===== src/rtl/reorder_buffer.sv =====
// Circular in-order reorder buffer feeding the commit stage.
// Optional same-cycle CDB-to-head bypass: define ROB_CDB_BYPASS_EN.
module reorder_buffer #(
   parameter int data_width = 16,
   parameter int addr_width = 3
) (
   input  logic                  clk,
   input  logic                  rst_n,
   input  logic                  issue_we,
   input  logic [3:0]            issue_opcode,
   input  logic [2:0]            issue_dest,
   input  logic [15:0]           issue_pc,
   input  logic                  issue_predict,
   input  logic                  issue_ready,
   input  logic [data_width-1:0] issue_value,
   output logic [addr_width-1:0] tail_out,
   output logic                  rob_full,
   output logic                  rob_empty,
   input  logic                  cdb_valid,
   input  logic [addr_width-1:0] cdb_tag,
   input  logic [data_width-1:0] cdb_value,
   input  logic                  RE,
   input  logic                  flush,
   output logic [addr_width-1:0] head_addr,
   output logic                  valid_out,
   output logic [3:0]            opcode_out,
   output logic [2:0]            dest_out,
   output logic [data_width-1:0] value_out,
   output logic                  predict_out,
   output logic [15:0]           pc_out
);

   localparam int depth = 2 ** addr_width;
   localparam logic [addr_width:0] full_cnt = (addr_width + 1)'(depth);

   logic [depth-1:0]      busy;
   logic [depth-1:0]      ready;
   logic [3:0]            opcode_q [depth];
   logic [2:0]            dest_q   [depth];
   logic [data_width-1:0] value_q  [depth];
   logic [depth-1:0]      predict_q;
   logic [15:0]           pc_q     [depth];

   logic [addr_width-1:0] head;
   logic [addr_width-1:0] tail;
   logic [addr_width:0]   count;

   logic do_issue;
   logic do_retire;
   logic cdb_hit;

   assign rob_full  = (count == full_cnt);
   assign rob_empty = (count == '0);
   assign do_issue  = issue_we & ~rob_full;
   assign do_retire = RE & ~rob_empty;
   // an issue to the same slot overrides a stale broadcast
   assign cdb_hit   = cdb_valid & busy[cdb_tag]
                    & ~(do_issue & (cdb_tag == tail));

   always_ff @(posedge clk or negedge rst_n) begin
      if (!rst_n) begin
         head  <= '0;
         tail  <= '0;
         count <= '0;
         busy  <= '0;
         ready <= '0;
      end else if (flush) begin
         head  <= '0;
         tail  <= '0;
         count <= '0;
         busy  <= '0;
         ready <= '0;
      end else begin
         if (cdb_hit)
            ready[cdb_tag] <= 1'b1;
         if (do_retire) begin
            busy[head]  <= 1'b0;
            ready[head] <= 1'b0;
            head        <= head + 1'b1;
         end
         if (do_issue) begin
            busy[tail]  <= 1'b1;
            ready[tail] <= issue_ready;
            tail        <= tail + 1'b1;
         end
         unique case ({do_issue, do_retire})
            2'b10:   count <= count + 1'b1;
            2'b01:   count <= count - 1'b1;
            default: count <= count;
         endcase
      end
   end

   // payload carries no meaning unless busy, so it needs no reset
   always_ff @(posedge clk) begin
      if (!flush) begin
         if (cdb_hit)
            value_q[cdb_tag] <= cdb_value;
         if (do_issue) begin
            opcode_q[tail]  <= issue_opcode;
            dest_q[tail]    <= issue_dest;
            value_q[tail]   <= issue_value;
            predict_q[tail] <= issue_predict;
            pc_q[tail]      <= issue_pc;
         end
      end
   end

   assign tail_out    = tail;
   assign head_addr   = head;
   assign opcode_out  = opcode_q[head];
   assign dest_out    = dest_q[head];
   assign predict_out = predict_q[head];
   assign pc_out      = pc_q[head];

`ifdef ROB_CDB_BYPASS_EN
   logic bypass;
   assign bypass    = cdb_valid & (cdb_tag == head) & busy[head];
   assign valid_out = (busy[head] & ready[head]) | bypass;
   assign value_out = bypass ? cdb_value : value_q[head];
`else
   assign valid_out = busy[head] & ready[head];
   assign value_out = value_q[head];
`endif

endmodule


===== config.mk =====
export PLATFORM = sky130hd
export DESIGN_NAME = reorder_buffer
export DESIGN_NICKNAME = d
export VERILOG_FILES = /design/src/rtl/reorder_buffer.sv
export SDC_FILE = /design/constraint.sdc
export NUM_CORES = 1
export LEC_CHECK = 0
export CORE_MARGIN = 2
export CORE_UTILIZATION = 32
export DETAILED_ROUTE_END_ITERATION = 10
export PLACE_DENSITY = 0.5
export SLEW_MARGIN = 10
export SYNTH_ARGS = -nofsm -noshare
export SYNTH_HDL_FRONTEND = slang
export SYNTH_SLANG_ARGS = --single-unit

===== constraint.sdc =====
create_clock -name clk -period 3.55 [get_ports clk]
set_input_delay 0.5325 -clock clk [delete_from_list [all_inputs] [get_ports clk]]
set_output_delay 0.5325 -clock clk [all_outputs]
set_load 0.1 [all_outputs]

After elaboration in Yosys (flattened, before gate mapping)
Memories as Yosys holds them, arrays and structs flattened.
Cells that the tools add are included.
- input port bits: 66
- bits in latches: 0
- RAM bits: 312
- bits in registers: 34
- logic and storage cells: 85
- bits in read-only memories: 0
- memories kept: 4
- output and inout bits: 49
- $mul: 0
- equal/unequal tests: 4
- order comparisons: 6
- shift-type cells: 0
- reductions and logical operators: 8
- add/subtract/negate cells: 4
- div/mod/pow operators: 0
- mux-type cells: 38
- bitwise operators: 15
- memories (name ; words ; width ; read ports ; clocked after memory_dff ; wr ports ; RTL line ; RTL):
    pc_q ; 8 ; 16 ; 1 ; 0 ; 1 ; 42 ; logic [15:0] pc_q [depth];
    value_q ; 8 ; 16 ; 1 ; 0 ; 2 ; 40 ; logic [data_width-1:0] value_q [depth];
    opcode_q ; 8 ; 4 ; 1 ; 0 ; 1 ; 38 ; logic [3:0] opcode_q [depth];
    dest_q ; 8 ; 3 ; 1 ; 0 ; 1 ; 39 ; logic [2:0] dest_q [depth];
- operators by type and width (kind ; number):
    8-bit 2-to-1 mux ; 10
    8-bit bitwise AND ; 2
    8-bit bitwise mux ; 2
    8-bit bitwise OR ; 2
    1-bit 2-to-1 mux ; 13
    1-bit binary-select mux with 3-bit select ; 4
    3-bit by 4-bit less-than comparator with 1-bit output (second input constant) ; 3
    3-bit 2-to-1 mux ; 4
    1-bit demux with 3-bit select ; 3
    3-bit by 1-bit greater-or-equal comparator with 1-bit output (second input constant) ; 3
    8-bit inverter ; 1
    4-bit case mux with 2 select lines ; 1
    3-bit by 1-bit adder with 3-bit output (second input constant) ; 2
    1-bit bitwise AND ; 6
    4-bit by 1-bit adder with 4-bit output (second input constant) ; 1
    4-bit equality test (second input constant) ; 1
    4-bit zero test ; 1
    4-bit 2-to-1 mux ; 1
    1-bit inverter ; 4
    2-bit nonzero test ; 2
    4-bit by 1-bit subtractor with 4-bit output (second input constant) ; 1
    3-bit equality test ; 1
    1-bit logical AND ; 3
    3-bit nonzero test ; 1
    3 further kinds ; 3

Depth between registers and ports, before layout
Gate-level depths: netlist of the first run.
- word-level depth: 14
- gate-level depth with buffers: 9
- mapped depth without buffers: 9

Least setup slack after synthesis of the first run
No wires, ideal clock.
- path type: register to register
- from: reg count[2]
- to: reg count[3]
- slack: -1778 ps
- arrival: 5203 ps
- data required time: 3425 ps
- cell stages (with the launch flop): 8
- period minus slack after synthesis: 5328 ps
- path buffers: 0
- library setup time: 125 ps
- path through: dfrtp_1 -> nor4_1 -> nor2b_1 -> and2_1 -> ha_1 -> a21oi_1 -> mux2i_1 -> mux2_2
- longest elaborated chain between the ends: 6
- elaborated cells between the ends (all ways): 13
- classes of those cells: 2 x add/sub; 3 x eq/ne; 2 x mux; 4 x bitwise; 2 x reduce/logical
- ends and longest elaborated chain (element ; RTL line ; RTL):
    from (decl) ; 46 ; logic [addr_width:0] count;
    from (signal assigned) ; 87 ; 2'b10: count <= count + 1'b1;
    from (signal assigned) ; 88 ; 2'b01: count <= count - 1'b1;
    from (signal assigned) ; 89 ; default: count <= count;
    4-bit zero test (*) ; 53 ; assign rob_empty = (count == '0);
    via rob_empty ; 18 ; output logic rob_empty,
    1-bit inverter (*) ; 55 ; assign do_retire = RE & ~rob_empty;
    1-bit bitwise AND (*) ; 55 ;
    2-bit by 1-bit equality test with 1-bit output / 2-bit equality test (equally long branches) ; 86 ; unique case ({do_issue, do_retire})
    4-bit case mux with 2 select lines ; 86 ;
    4-bit 2-to-1 mux ; 67 ; end else if (flush) begin
The timed path passes the listed nets; every way through them passes the cells marked *.
A chain may end at the register's enable or synchronous reset.

Worst setup path after layout of the first run
- from: reg head[0] (netlist: head_addr[0])
- to: out value_out[1]
- longest elaborated chain between the ends: 1
- ends and longest elaborated chain (element ; RTL line ; RTL):
    from (decl) ; 44 ; logic [addr_width-1:0] head;
    from (signal assigned) ; 79 ; head <= head + 1'b1;
    memory read 8 x 16 bit ; - ;
    to (decl) ; 28 ; output logic [data_width-1:0] value_out,
Every way passes these cells.

==> impl_metrics.tcl, run 1 <==
set metrics [dict create \
    switching_power_mw 4.933 \
    ys_seq_area_frac 0.6690 \
    synthAdderAreaFrac 0.003916 \
    cap_violations 0 \
    synth_simple_gate_area_frac 0.03989 \
    start_util 0.3226 \
    fmax_ghz 0.2953 \
    met3_length_um 1726 \
    period_minus_slack_ns 3.387 \
    p_leak_nw 6.637 \
    fin_crit_sh 0.9540 \
    vdd_drop_max_mv 0.5402 \
    reg2reg_slack_ns 0.60 \
    die_x_um 222.9 \
    antenna_cells 0 \
    drt_iter0_markers 756 \
    postSynthCellCount 963 \
    grt_max_degree 63 \
    grt_first_pass_wirelength_um 66490 \
    wl_per_cell_um 25.67 \
    yosysWarnings 0 \
    grt_pass1_vias 9799 \
    drv_slew 0 \
    layout.nets 1198 \
    p_int_mw 8.491 \
    synthFlopType "edfxtp_1" \
    syn_avg_cell_area_um2 15.93 \
    synth_xor_area_frac 0.006282 \
    startpoint_type "flop" \
    slew_headroom 0.3180 \
    drt_wl_total_um 45480 \
    top_layer_used "met4" \
    syn_to_final_growth_pct 27.12 \
    postCtsSetupBuffers 0 \
    path_clk_slew_ns 0.06 \
    cts_tree "done" \
    worst_pin_slew_ns 1.019 \
    die_h_um 222.9 \
    grt_overflow_total 0 \
    vias 9510 \
    antenna_left 0 \
    finClkSkew_ns 0.01878 \
    insertion_delay_ns 0.57 \
    synth-compound-area-share 0.09431 \
    pwr-share-comb 0.363 \
    critical_path_class "flop to output port" \
    status "finished, final reports clean" \
    die_area_um2 49700 \
    synth_top_family_by_area "multiplexers" \
    finalSetupViolations 0 \
    final_common_cell "edfxtp_1" \
    setup_tns_ns 0 \
    numCtsBuffers 40 \
    drive_above_1_share 0.3708 \
    port_buffers 114 \
    clock_power_share 0.284 \
    synthesis.area_um2 15340 \
    fin_util 0.4101 \
    hold_path_class "primary input to asynchronous set/reset pin" \
    via_per_inst 5.367 \
    cts_root_buf "clkbuf_16" \
    gp_congestion 0.7870 \
    final_cell_mix "edfxtp_1 (320), mux2_2 (163), buf_4 (72), clkdlybuf4s50_1 (65), a221oi_1 (64)" \
    crit_required_ns 3.02 \
    htree_levels 2 \
    rsz0062_at_grt "false" \
    rows 80 \
    cts_sinks 346 \
    cp_data_arrival_time_ns 2.85 \
    first_pass_iters 4 \
    synth-seq-cells 346 \
    finalHoldViolCount 0 \
    hpwl_um 28850 \
    cp-end-kind "output port" \
    clk_path_buf_depth 3 \
    antenna_found_initial 0 \
    wl_met1_um 20420 \
    power_frac_seq 0.353 \
    remaining_drc_errors 0 \
    synth_edf_count 320 \
    grtUsageTotal 0.1825 \
    switching_share 0.3675 \
    fill_cells 4348 \
    synthMuxAreaShare 0.1642 \
    cp_max_fo 10 \
    core-area_um2 47550 \
    async_reset_ff_frac 0.07514 \
    ys_types 52 \
    num_io_pins 115 \
    power_density_nw_per_um2 688.6 \
    wl_met2_um 22120 \
    synthesis.nets 1033 \
]
-- flip-flops by register name (all words and copies together) (netlist names) --
register,flops
opcode_q,32
tail_out,3
pc_q,128
dest_q,24
busy,8
value_q,128
head_addr,3
count,4
ready,8
predict_q,8
-- worst max-delay path: stages (launching register included) --
cell	delay [ns]
dfrtp_4	0.42
inv_1	0.22
nor2_1	0.85
a221oi_1	0.28
o22ai_2	0.31
buf_12	0.21
-- power by group through the flow --
stage | sequential (mW) | combinational (mW) | clock [mW]
floorplan | 4.86 | 3.09 | 0
global placement | 4.82 | 4.90 | 0
detailed placement | 4.82 | 4.90 | 0
CTS | 4.74 | 4.92 | 3.93
global route | 4.75 | 5.07 | 4.06
finish | 4.74 | 4.87 | 3.82
-- routing by layer --
metal  global-route usage  vias up
met4              0.06322        0
met1               0.2462     4971
met2               0.3034      243
met3              0.02423       65
li1                     -     4231
met5                    0        -
-- synthesized netlist by cell type (all sizes together) (6+ instances only) --
cell type,n,share of area
a221oi,64,0.037
nand2,40,0.010
edfxtp,320,0.63
inv,17,0.0042
xnor2,6,0.0034
a22oi,31,0.015
mux2,177,0.13
dfrtp,26,0.042
o22ai,21,0.0086
buf,27,0.010
nor2b,7,0.0033
clkbuf,33,0.0081
o21ai,33,0.011
o221ai,6,0.0034
nor3,9,0.0040
a21oi,28,0.0091
mux2i,18,0.012
mux4,13,0.019
nor2,39,0.0095
-- timing repair --
action	in CTS	in global routing
hold buffers	0	0
resized for setup	0	5
setup endpoints to repair	0	5
-- logic make-up after synthesis --
group	Yosys count
DFF	346
buffers and inverters	77
adders and majority gates	5
and+or+nand+nor	116
muxes	208
AOI/OAI and AO/OA	200
xor gates and xnor gates	11
-- through the flow --
| step | power (mW) | std cells | area [um^2] | hold WS (ns) | worst slack [ns] |
|---|---|---|---|---|---|
| after floorplan | 7.948 | 963 | 15640 | 0.2369 | -0.2392 |
| after global placement | 9.720 | 1701 | 18300 | 0.4598 | 0.05080 |
| after detailed placement | 9.724 | 1701 | 18300 | 0.4689 | -0.0003644 |
| after CTS | 13.58 | 1772 | 19490 | 0.3451 | 0.004823 |
| after global routing | 13.88 | 1772 | 19500 | 0.3779 | 0.05041 |
| final | 13.42 | 1772 | 19500 | 0.3792 | 0.1634 |
-- path summary, 6_finish.rpt --
path,from,endpoint,depth (start not counted)
worst min-delay path,rst_n,busy[1],1
worst max-delay path,head_addr[0],value_out[1],5
worst min register to register,busy[2],busy[2],2
worst max register to register,count[1],value_q[1][13],5
max in group asynchronous,rst_n,busy[0],2
min in group clk,busy[2],busy[2],2
-- area by class of cell --
type	instances	area (um^2)	share of cell area
clock inverter	22	157.7	0.008086
clock buffer	49	1035	0.05307
inverter	17	66.31	0.003401
sequential	346	10270	0.5267
timing repair buffer	183	2112	0.1083
multi-input combinational	540	5087	0.2609
tap	615	769.5	0.03947
No activity file was read; power rests on OpenSTA's default activity.
==> run 2: changes to the inputs <==
--- a/config.mk
+++ b/config.mk
@@ -5,10 +5,13 @@
 export SDC_FILE = /design/constraint.sdc
 export NUM_CORES = 1
 export LEC_CHECK = 0
+export ABC_AREA = 1
 export CORE_MARGIN = 2
 export CORE_UTILIZATION = 32
 export DETAILED_ROUTE_END_ITERATION = 10
+export GPL_ROUTABILITY_DRIVEN = 0
 export PLACE_DENSITY = 0.5
+export REMOVE_ABC_BUFFERS = 1
 export SLEW_MARGIN = 10
 export SYNTH_ARGS = -nofsm -noshare
 export SYNTH_HDL_FRONTEND = slang
==> impl_metrics.tcl, run 2 <==
set metrics [dict create \
    worst_pin_slew_ns 1.027 \
    grt_overflow_total 0 \
    cts_hold_buffers 0 \
    slowest_stage "dfrtp_1" \
    syn_to_final_growth_pct 22.67 \
    final_common_cell "nand2_1" \
    synth_area_leaders "edfxtp_1 (64%), nand2_1 (9.5%), dfrtp_1 (4.3%), o21ai_1 (3.8%), a22oi_1 (2.2%)" \
    numCtsBuffers 40 \
    synth.most_common_cell "nand2_1" \
    insertion_delay_ns 0.55 \
    via_per_inst 4.987 \
    path_clk_slew_ns 0.06 \
    cap_violations 0 \
    fin_crit_sh 0.9512 \
    async_reset_ff_frac 0.07514 \
    netlist_top_cells_count "nand2_1 (382), edfxtp_1 (320), o21ai_1 (115)" \
    synth_top_area_frac 0.6382 \
    cp_data_arrival_time_ns 2.84 \
    drt_wl_total_um 41950 \
    path_buf_inv 4 \
    final_cell_mix "nand2_1 (382), edfxtp_1 (320), o21ai_1 (115), inv_1 (84), clkdlybuf4s50_1 (69)" \
    setup_tns_ns 0 \
    antenna_found_initial 2 \
    cts_sinks 346 \
    first_pass_iters 7 \
    finalHoldViolCount 0 \
    reg_top3 "pc_q x128, value_q x128, opcode_q x32" \
    vias 10250 \
    hpwl_um 25770 \
    yosysWarnings 0 \
    cp-end-kind "output port" \
    rows 79 \
    startpoint_type "flop" \
    p_leak_nw 7.053 \
    cpLargestDelayFamily "buffers and inverters" \
    synth_top_area_cell "edfxtp_1" \
    die_x_um 220.9 \
    postCtsSetupBuffers 0 \
    synth-seq-cells 346 \
    finClkSkew_ns 0.01951 \
    drt_iter0_markers 1031 \
    die_area_um2 48800 \
    synth_top_family_by_area "simple AND/OR/NAND/NOR gates" \
    power.total_mw 15.07 \
    layout.nets 1488 \
    synth_edf_count 320 \
    htree_levels 2 \
    port_buffers 114 \
    status "finished, final reports clean" \
    core-area_um2 46460 \
    start_util 0.3241 \
    cp_max_fo 24 \
    grt_pass1_vias 9975 \
    remaining_drc_errors 0 \
    synthMuxAreaShare 0 \
    ys_seq_area_frac 0.6815 \
    slew_headroom 0.3133 \
    hold_path_class "primary input to asynchronous set/reset pin" \
    ff2ff_path_depth 10 \
    postSynthCellCount 1299 \
    synth_simple_gate_area_frac 0.1446 \
    ys_types 44 \
    cp_cell_sequence "inv_2 -> nand3_1 -> inv_2 -> buf_12 -> a221oi_1 -> nand4_1 -> buf_12" \
    grt_max_degree 37 \
    synth-compound-area-share 0.1151 \
    die_h_um 220.9 \
    finalSetupViolations 0 \
    r2r_end "value_q[0][11]" \
    vdd_drop_max_mv 0.9479 \
    syn_avg_cell_area_um2 11.59 \
    rsz0062_at_grt "false" \
    synthesis.area_um2 15060 \
    synthFlopType "edfxtp_1" \
    drv_slew 0 \
    num_io_pins 115 \
    fin_util 0.3975 \
    max_stage_delay_ns 0.48 \
    clk_path_buf_depth 3 \
    wl_per_cell_um 20.40 \
    grt_first_pass_wirelength_um 63580 \
    fmax_ghz 0.2961 \
    crit_required_ns 3.02 \
    period_minus_slack_ns 3.377 \
    drive_above_1_share 0.1229 \
    critical_path_class "flop to output port" \
    reg2reg_from "count[0]" \
    grtUsageTotal 0.1704 \
    antenna_left 0 \
    reg2reg_slack_ns 1.32 \
    synthAdderAreaFrac 0.003324 \
    cts_root_buf "clkbuf_16" \
    power_density_nw_per_um2 815.7 \
    cts_resized 0 \
    cts_tree "done" \
    synth_xor_area_frac 0.002327 \
]
[run 2: final cells by class]
type,count,area (um^2)
inverters,96,362.8
diodes,1,2.502
clock buffers,54,1075
repair buffers,153,1872
fillers,4422,27990
clock inverters,18,142.6
multi-input cells,781,3995
well taps,607,759.5
flip-flops and latches,346,10260
[run 2: per-layer routing]
metal	vias up	GRT usage	routed length [um]
met2	324	0.2739	19600
met4	2	0.04092	636
li1	4883	-	-
met5	-	0	9
met3	47	0.02921	2420
met1	4998	0.2403	19280
[run 2: stage by stage]
stage                     hold slack (ns)  area (um^2)  setup slack [ns]  instances
final                              0.3768        18470            0.1733       2056
after global routing               0.4081        18470           0.05277       2055
after CTS                          0.3738        18470            0.1513       2055
after detailed placement           0.5086        17250            0.7251       1983
after global placement             0.4930        17250            0.7252       1983
after floorplan                    0.2369        14620           0.06568       1223
[run 2: how the worst max path moves through the flow]
| stage | from | end | slack, ns | cells after the start |
|---|---|---|---|---|
| finish | head_addr[1] | pc_out[1] | 0.17 | 7 |
| floorplan | head_addr[0] | pc_out[1] | 0.07 | 7 |
| detailed placement | head_addr[1] | opcode_out[2] | 0.73 | 8 |
| CTS | head_addr[1] | opcode_out[2] | 0.15 | 8 |
| global placement | head_addr[1] | pc_out[14] | 0.73 | 7 |
| global route | head_addr[1] | pc_out[14] | 0.05 | 7 |
[run 2: worst reg2reg max path, cell delays in order (launching register included)]
cell and delay (ns):
dfrtp_1 0.44, nor2_4 0.16, nand2_2 0.10, nand2_4 0.15, nor3_2 0.08, nor2_4 0.19, nand2_2 0.09, nor2_4 0.18
nand2_1 0.10, nand2_1 0.07, buf_4 0.31
[run 2: power by group]
group	total (mW)	switching, mW	leakage [nW]	internal, mW
registers	4.71	0.0912	3.25	4.62
logic	6.48	4.53	3.21	1.96
clock network	3.87	1.60	0.597	2.27
[run 2: kinds of logic (layout without fill, tap and decap cells)]
family          after synthesis  in the layout
compound gates              275            275
simple gates                498            498
xor+xnor                      4              4
fa+ha+maj                     4              4
flops                       346            346
other cells                   0              1
buf+inv                     172            321
==> run 3: changes to the inputs <==
--- a/config.mk
+++ b/config.mk
@@ -7,10 +7,10 @@
 export LEC_CHECK = 0
 export ABC_AREA = 1
 export CORE_MARGIN = 2
-export CORE_UTILIZATION = 32
+export CORE_UTILIZATION = 58
 export DETAILED_ROUTE_END_ITERATION = 10
 export GPL_ROUTABILITY_DRIVEN = 0
-export PLACE_DENSITY = 0.5
+export PLACE_DENSITY = 0.8
 export REMOVE_ABC_BUFFERS = 1
 export SLEW_MARGIN = 10
 export SYNTH_ARGS = -nofsm -noshare
==> impl_metrics.tcl, run 3 (synthesis results as in run 2) <==
set metrics [dict create \
    status "finished, final reports clean" \
    die_area_um2 27260 \
    cts_sinks 346 \
    grt_pass1_vias 10310 \
    ff2ff_path_depth 5 \
    slew_headroom 0.3340 \
    clk_path_buf_depth 3 \
    crit_required_ns 3.02 \
    reg2reg_from "tail_out[0]" \
    reg2reg_slack_ns 1.21 \
    core-area_um2 25330 \
    final_common_cell "nand2_1" \
    antenna_left 0 \
    grt_first_pass_wirelength_um 56300 \
    r2r_end "opcode_q[5][3]" \
    remaining_drc_errors 0 \
    grt_max_degree 37 \
    setup_tns_ns 0 \
    layout.area.seq_um2 10260 \
    period_minus_slack_ns 3.397 \
    rsz0062_at_grt "false" \
    startpoint_type "flop" \
    multi_input_area_um2 3995 \
    wl_per_cell_um 21.11 \
    postCtsSetupBuffers 0 \
    vdd_drop_max_mv 0.9322 \
    vias 10700 \
    finalSetupViolations 0 \
    hpwl_um 23150 \
    place_inst 1696 \
    fin_crit_sh 0.9570 \
    syn_to_final_growth_pct 17.44 \
    drt_wl_total_um 37110 \
    num_io_pins 115 \
    cts_resized 0 \
    drv_slew 0 \
    worst_pin_slew_ns 0.9959 \
    fin_cells 1758 \
    critical_path_class "flop to output port" \
    layout_setup_ws_ns 0.1525 \
    grtUsageTotal 0.2766 \
    hold_path_class "primary input to asynchronous set/reset pin" \
    port_buffers 114 \
    place_ws_ns 0.5812 \
    cts_root_buf "clkbuf_16" \
    placed_cell_area_um2 16580 \
    cp-end-kind "output port" \
    design_area_um2 17680 \
    cts_tree "done" \
    finClkSkew_ns 0.01247 \
    power_density_nw_per_um2 801.1 \
    start_util 0.5945 \
    numCtsBuffers 35 \
    fin_hold_ws_ns 0.3950 \
    via_per_inst 6.084 \
    cts_hold_buffers 0 \
    p_leak_nw 6.853 \
    drive_above_1_share 0.1114 \
    htree_levels 2 \
    layout.nets 1473 \
    first_pass_iters 8 \
    final_cell_mix "nand2_1 (382), edfxtp_1 (320), o21ai_1 (115), inv_1 (84), clkdlybuf4s50_1 (71)" \
    cap_violations 0 \
    finalHoldViolCount 0 \
    antenna_found_initial 0 \
    drt_iter0_markers 1371 \
    reg_top3 "pc_q x128, value_q x128, opcode_q x32" \
    path_clk_slew_ns 0.06 \
    cp_max_fo 29 \
    die_x_um 165.1 \
    fill_cells 1741 \
    insertion_delay_ns 0.52 \
    rows 58 \
    cp_data_arrival_time_ns 2.86 \
    fmax_ghz 0.2943 \
    grt_overflow_total 0 \
    die_h_um 165.1 \
]
-- run 3: changes by cell type in the layout (fill, tap and decap cells not counted) --
cell / delta
inv_6: -2
buf_12: -20
clkinv_1: -1
clkinv_2: -2
clkbuf_1: -3
buf_4: +8
bufinv_16: +1
clkinv_8: +1
clkbuf_16: -5
clkdlybuf4s50_1: +2
-- run 3: critical path, stage by stage (launching register included) --
cell	delay, ns
dfrtp_1	0.46
inv_2	0.19
nand3_1	0.17
inv_2	0.56
buf_4	0.35
nand2_1	0.09
nand2_1	0.11
a221oi_2	0.05
nand4_1	0.15
buf_12	0.19
-- run 3: layout make-up --
cell class | count | share of cell area
Timing Repair Buffer | 143 | 0.08775
Tap cell | 330 | 0.02335
Sequential cell | 346 | 0.5803
Antenna cell | 1 | 0.0001415
Clock inverter | 15 | 0.008917
Inverter | 96 | 0.02052
Clock buffer | 46 | 0.05307
Multi-Input combinational cell | 781 | 0.2260
-- run 3: worst max path at each step --
stage                       startpoint             end  cells past startpoint
final                     head_addr[1]      pc_out[15]                      9
after global routing      head_addr[1]      pc_out[15]                      9
after CTS                 head_addr[0]       pc_out[1]                      9
after detailed placement    cdb_tag[0]  value_q[6][13]                     12
after global placement      cdb_tag[0]  value_q[3][13]                     12
after floorplan           head_addr[0]       pc_out[1]                      7
-- run 3: per-stage QoR --
stage,total power [mW],util
global route,14.58,0.6980
CTS,14.18,0.6980
floorplan,8.762,-
global placement,10.58,0.6547
detailed placement,10.64,0.6547
finish,14.16,0.6981
-- run 3: metal layers --
metal	GRT usage	wire, um
met5	0	0
met4	0.08893	1025
met1	0.3769	14270
met2	0.4538	17790
met3	0.05395	4028
-- run 3: power by group --
group	switching [mW]	leakage, nW	internal (mW)	total [mW]
combinational	4.37	3.07	1.52	5.89
sequential	0.0932	3.25	4.62	4.71
clock	1.47	0.534	2.08	3.56
==> RTL change (flow settings as in run 1) <==
Set the parameter `data_width` to 12 (it was 16).
--- a/src/rtl/reorder_buffer.sv
+++ b/src/rtl/reorder_buffer.sv
@@ -1,7 +1,7 @@
 // Circular in-order reorder buffer feeding the commit stage.
 // Optional same-cycle CDB-to-head bypass: define ROB_CDB_BYPASS_EN.
 module reorder_buffer #(
-   parameter int data_width = 16,
+   parameter int data_width = 12,
    parameter int addr_width = 3
 ) (
    input  logic                  clk,
Interface: changed (resized cdb_value, issue_value and value_out); port bits go from 115 to 103. No check against the original RTL was run, so the function may have changed too.
==> RTL change against run 1 <==
  * Critical path depth increased by 1
  * Sequential cell count decreased by 32
  * Total power decreased by 6.9%
  * Wire length decreased by 15%
  * Synthesized cell count decreased by 9.3%
  * Cell area decreased by 10%
  * Global-route usage decreased by 0.80 points
  * Worst hold slack got worse by 0.38 ns
  * Clock skew decreased by 0.0020 ns
  * Via count decreased by 11%
  * Setup slack got worse by 0.0078 ns
  * Synthesized area decreased by 9.7%
  * Maximum frequency decreased by 0.23%
  * Sequential power decreased by 9.3%
==> RTL change: results (changes against run 1) <==
** Logic synthesis
- The number of enable-type register cells in the synthesized netlist is 288 (was 320).
- Cell types with the highest counts after synthesis: edfxtp_1, mux2_2, nor2_1 (was edfxtp_1, mux2_2, a221oi_1).
- Top post-synthesis cells by area: edfxtp_1, mux2_2, dfrtp_1 (unchanged).
- Post-synthesis async set-or-reset flop share :: 8.280% (was 7.514%)
- The post-synthesis share of cell area spent on xor and xnor gates came to 0.6235% (was 0.6282%).
- The synthesized-area fraction occupied by adder cells was 0.3615% (was 0.3916%).
- The number of instances in the synthesized netlist is 873 (was 963).
- The multiplexer fraction of the synthesized cell area came to 14.95% (was 16.42%).
- The register area share after synthesis was 67.16% (was 66.90%).
- Post-synthesis cell type count :: 62 (was 52)
- The post-synth net total is 935 (was 1033).

** Layout
- The fraction of layout cells with a size suffix above 1 came to 32.50% (was 37.08%).
- Largest registers in the final layout: pc_q (128), value_q (96), opcode_q (32) (was pc_q (128), value_q (128), opcode_q (32)).
- The number of non-filler instances in the completed layout came to 1632 (was 1772).
- Number of nets at the end of the flow :: 1084 (was 1198)

** Power and ir drop
- The leakage power was 5.969 nW (was 6.637 nW).
- The internal power summed over all cells came to 7.854 mW (was 8.491 mW).

** Critical path
- Library cell contributing the largest single delay on the critical path :: dfrtp_2 (was nor2_1)
- The reg-to-reg endpoint is value_q[2][6]$_DFFE_PP_ (was value_q[1][13]$_DFFE_PP_).
- Worst-path maximum fanout :: 26 (was 10)
- Peak per-stage delay on the critical path :: 0.52 ns (was 0.85 ns)
- Worst endpoint data arrival time :: 2.86 ns (was 2.85 ns)
- Worst-case register-to-register setup slack :: 0.76 ns (was 0.60 ns)
- The depth of the worst register-to-register path came to 8 (was 5).
- Cell family with most CP delay :: buffers and inverters (was simple AND/OR/NAND/NOR gates)

** Placed design
- Final HPWL DP :: 25.45 mm (was 28.85 mm)
- The instance area after placement came to 16370 sq um (was 18300 sq um).
- Inst Count DP :: 1571 (was 1701)
- The count of buffers from port buffering was 102 (was 114).
- The final weighted congestion of routability-driven global placement is 0.8376 (was 0.7870).
- Worst setup slack after placement :: 0.3794 ns (was -0.0003644 ns)

** Global route
- The maximum number of pins on one net before global-route repair was 29 (was 63).
- GR Util All Layers :: 17.45% (was 18.25%)
- Initial antenna violation count :: 0 (unchanged)
- The global-route wire length before repair came to 57.59 mm (was 66.49 mm).
- Via count of the first global-routing pass :: 8619 (was 9799)

** Detailed routing
- Final wirelength :: 38.60 mm (was 45.48 mm)
- Avg Vias per Cell :: 5.165 (was 5.367)
- 1st-iter DRT viols :: 595 (was 756)

** STA
- The final hold slack was 0.0004294 ns (was 0.3792 ns).
- Relative slew slack :: 35.40% (was 31.80%)
- The share of the cycle needed by the critical path after routing was 95.62% (was 95.40%).

** Clock tree
- The number of CTS-inserted buffers is 34 (was 40).
- The latest clock arrival within the worst-skew pair is 0.53 ns (was 0.57 ns).

** Worst hold path
- Path type of the worst min-delay path :: input pin to asynchronous set/reset pin (unchanged)

** Outcome
- Outcome: finished, final reports clean (unchanged).
RTL change: changes by cell type in the layout (fill, tap and decap cells not counted), moves of 10 or more:
cell / before / now
o22ai_4: 10 / 0
edfxtp_1: 320 / 288
a221oi_1: 64 / 38
mux2_2: 163 / 89
mux2_1: 0 / 19
nand3_1: 2 / 16
RTL change: cell type report:
class                      instances  area, sq um
tap                              585        732.0
sequential                       314         9305
multi-input combinational        492         4390
inverter                          12        46.29
timing repair buffer             168         1889
clock buffer                      43        915.9
clock inverter                    17        172.7
fill                            3951        25430
antenna                            1        2.502
RTL change: logic make-up after synthesis:
group,after synthesis
mux,161
xor+xnor,9
buf+inv,67
flops,314
compound gates,175
fa+ha+maj,4
simple gates,143
RTL change: worst max-delay path by stage:
stage,start,end,cells after the start
final,head_addr[0]$_DFFE_PN0P_,value_out[11],6
after global routing,head_addr[1]$_DFFE_PN0P_,pc_out[12],6
after CTS,head_addr[2]$_DFFE_PN0P_,value_out[0],5
after detailed placement,cdb_tag[2],value_q[2][2]$_DFFE_PP_,7
after global placement,cdb_tag[2],value_q[6][8]$_DFFE_PP_,7
after floorplan,head_addr[0]$_DFFE_PN0P_,valid_out,6
RTL change: layer usage:
metal	share of wire [%]	global-route usage (%)	vias up
li1	-	-	3808
met1	45	23.93	4339
met2	48	28.81	230
met3	4.8	2.659	53
met4	2.0	4.857	0
met5	0	0	-
RTL change: power by group through the flow:
stage	combinational (mW)	clock (mW)	sequential, mW
floorplan	2.95	0	4.40
global placement	4.75	0	4.38
detailed placement	4.75	0	4.38
CTS	4.76	3.54	4.30
global route	4.92	3.68	4.32
finish	4.71	3.48	4.30
